## config.mk

```make
export PLATFORM = sky130hd
export DESIGN_NAME = lfsr_gen
export DESIGN_NICKNAME = d
export VERILOG_FILES = /design/src/rtl/dsp_mult_checker_lfsr_gen.sv
export SDC_FILE = /design/constraint.sdc
export NUM_CORES = 1
export LEC_CHECK = 0
export BUFFER_PORTS_ARGS = -buffer_cell sky130_fd_sc_hd__clkbuf_2
export CELL_PAD_IN_SITES_DETAIL_PLACEMENT = 1
export CELL_PAD_IN_SITES_GLOBAL_PLACEMENT = 1
export CORE_MARGIN = 10
export CORE_UTILIZATION = 41
export DETAILED_ROUTE_END_ITERATION = 7
export PLACE_DENSITY_LB_ADDON = 0.12
export SYNTH_ARGS = -nofsm -noshare
export SYNTH_HDL_FRONTEND = slang
export SYNTH_SLANG_ARGS = --single-unit
```

## constraint.sdc

```tcl
create_clock -name clk -period 2.3 [get_ports clk]
set_clock_uncertainty 0.15 [all_clocks]
set_input_delay 0.46 -clock clk [delete_from_list [all_inputs] [get_ports clk]]
set_output_delay 0.46 -clock clk [all_outputs]
set_load 0.03 [all_outputs]
```

## src/rtl/dsp_mult_checker_lfsr_gen.sv

```systemverilog
// lfsr_gen
// Fibonacci LFSR shifting towards the MSB; the feedback bit is the XOR of
// the state bits selected by TAPS and enters at bit 0.
// Ports:
//   clk, rst_n  - clock, asynchronous active-low reset (state -> SEED)
//   load_i      - reload SEED (has priority over advance_i)
//   advance_i   - step the register once
//   value_o     - current state
// SEED must be nonzero; the all-zero state is a lock-up state and is never
// reachable from a nonzero seed.
module lfsr_gen #(
  parameter int unsigned         WIDTH = 25,
  parameter logic [WIDTH-1:0]    TAPS  = '1,
  parameter logic [WIDTH-1:0]    SEED  = '1
) (
  input  logic             clk,
  input  logic             rst_n,
  input  logic             load_i,
  input  logic             advance_i,
  output logic [WIDTH-1:0] value_o
);

  logic [WIDTH-1:0] state_q;
  logic [WIDTH-1:0] state_d;

  always_comb begin
    state_d = state_q;
    if (load_i) begin
      state_d = SEED;
    end else if (advance_i) begin
      state_d = {state_q[WIDTH-2:0], ^(state_q & TAPS)};
    end
  end

  always_ff @(posedge clk or negedge rst_n) begin
    if (!rst_n) begin
      state_q <= SEED;
    end else begin
      state_q <= state_d;
    end
  end

  assign value_o = state_q;

endmodule

```

==> results.toml <==
[layout]
area_delta_synth_final_pct = 16.4
num-nets-final = 136
drive_above_1_share_pct = 45.0
multi_input_comb_area_um2 = 599
seq_area_um2 = 657
nFillCells = 341
largest_reg_flops = 25
fin_cells = 175
utilization_pct = 49.6
stdcell_area_um2 = 1500
antenna_cells = 0

[place]
port_buffers = 28
pre_cts_slack_ps = 471
gp_congestion = 0.647
dp_hpwl_um = 1980
place_area_um2 = 1480
dp_cells = 171

[setup_path]
r2r_end = "value_o[0]$_DFFE_PN1P_"
reg2reg_from = "value_o[2]$_DFFE_PN1P_"
cp.required_ps = 2410
crit_path_max_fanout = 4
reg2reg_depth = 5
end_kind = "register"
r2r_slack_ps = 470
start_kind = "register"
worstPathArrival_ps = 1940
crit_type = "reg -> reg"

[clocking]
cts_tree = "done"
ctsHoldBuffers = 0
cts_num_sinks = 25
post_cts_buffers = 0
cts_max_level = 1
clkSlewWorstSetupHoldPaths_ps = 130
cts_root_buf = "clkbuf_4"
numCtsBuffers = 3
clk_latency_ps = 310
post_cts_resized = 0
clock_tree.buffer_depth = 2

[sta]
hold_violations = 0
period_minus_slack_ps = 1830
worst_slack_ps = 470
setup_viol = 0
period_share_pct = 79.6
slew_violations = 0
rsz0062_at_grt = "false"
max_freq_mhz = 546
worst_pin_slew_ps = 617
fin_hold_ws_ps = 342
slew-limit-headroom_pct = 58.9
setup_tns_ps = 0

[pwr]
power_mw = 1.12
vdd_ir_drop_max_v = 0.000306
power.density_nw_per_um2 = 746
p_leak_nw = 0.617

[floorplan]
rows = 20
die_y_um = 76.1
io_pins = 29
start_util_pct = 42.6
design.core.area_um2 = 3030
die_width_um = 76.1
dieArea_um2 = 5790

[global_route]
grt_pass1_wl_um = 4700
grt-ovfl-total = 0
grt_start_max_net_pins = 28
antenna_found_initial = 0
grt_use_total_pct = 9.86
grt_pass1_vias = 923

[routing]
drt.antenna.violating_nets = 0
wl_per_cell_um = 15.7
dr.first_iter.drc_count = 41
firstDrtPassIters = 3
drc = 0
vias = 863
drt-total-wl_um = 2750
vias_per_cell = 4.93

[synth]
yosysTopAreaCellShare_pct = 50.9
synth_area_leaders = "dfstp_2 51%, a211o_1 16%, nor2b_1 12%"
syn_nets = 110
synth_top_area_cell = "dfstp_2"
synth_area_um2 = 1290
synth.yosys.warnings = 0
yosysUniqueCellTypes = 13
syn_inst = 106
syn_area_per_cell_um2 = 12.2
ys_seq_area_share_pct = 50.9
ys_seq_elements = 25

[min_path]
hold_path.class = "in -> async"

[status]
status = "completed"

[run]
drv_cap = 0
[metal layers]
metal	share of wire, %	vias up	track usage, %
li1	-	412	-
met1	42	430	10.9
met2	51	17	16.9
met3	5.1	4	3.07
met4	1.6	0	4.46
met5	0	-	0
[layout make-up]
| cell class | instances | share of cell area (%) |
|---|---|---|
| Tap cell | 44 | 3.67 |
| Timing Repair Buffer | 29 | 10.7 |
| Clock buffer | 4 | 1.75 |
| Sequential cell | 25 | 43.8 |
| Multi-Input combinational cell | 72 | 39.9 |
| Inverter | 1 | 0.250 |
[critical path: stages (launching register included)]
cell and delay, ps:
dfstp_2 580, xnor2_1 80, xnor2_1 260, xnor3_1 370, xnor3_1 190, o21ai_1 140
[worst max-delay path by stage]
stage,from,endpoint,depth (start not counted)
floorplan,value_o[0]$_DFFE_PN1P_,value_o[0]$_DFFE_PN1P_,5
global placement,value_o[12]$_DFFE_PN1P_,value_o[0]$_DFFE_PN1P_,5
detailed placement,value_o[4]$_DFFE_PN1P_,value_o[0]$_DFFE_PN1P_,5
CTS,value_o[4]$_DFFE_PN1P_,value_o[0]$_DFFE_PN1P_,5
global route,value_o[4]$_DFFE_PN1P_,value_o[0]$_DFFE_PN1P_,5
finish,value_o[2]$_DFFE_PN1P_,value_o[0]$_DFFE_PN1P_,5
[power by group]
part	switching [mW]	internal [mW]
sequential	0.0422	0.503
clock	0.125	0.0678
combinational	0.189	0.193
total	0.357	0.764
[cells in the mapped netlist]
| cell type | n |
|---|---|
| dfstp_2 | 25 |
| nor2b_1 | 24 |
| a211o_1 | 23 |
| xnor2_1 | 16 |
| clkbuf_1 | 7 |
| xor2_1 | 3 |
| xnor3_1 | 2 |
| a211o_2 | 1 |
| a21oi_1 | 1 |
| buf_1 | 1 |
| inv_1 | 1 |
| o21ai_1 | 1 |
| xnor2_2 | 1 |
[logic make-up (layout without fill, tap and decap cells)]
logic type             Yosys count  count (layout)  synth area share, %
AO/OA/AOI/OAI                   26              26                 17.2
XOR/XNOR                        22              22                 17.7
flip-flops                      25              25                 50.9
buffers and inverters            9              34                 2.62
AND/OR/NAND/NOR                 24              24                 11.6
[cells in the final DEF (no fill, tap or decap), drive strengths merged]
cell type,instances
inv,1
clkbuf,32
a211o,24
xnor2,17
dfstp,25
xnor3,2
a21oi,1
buf,1
o21ai,1
nor2b,24
xor2,3
Power figures use the tool's default switching activity.
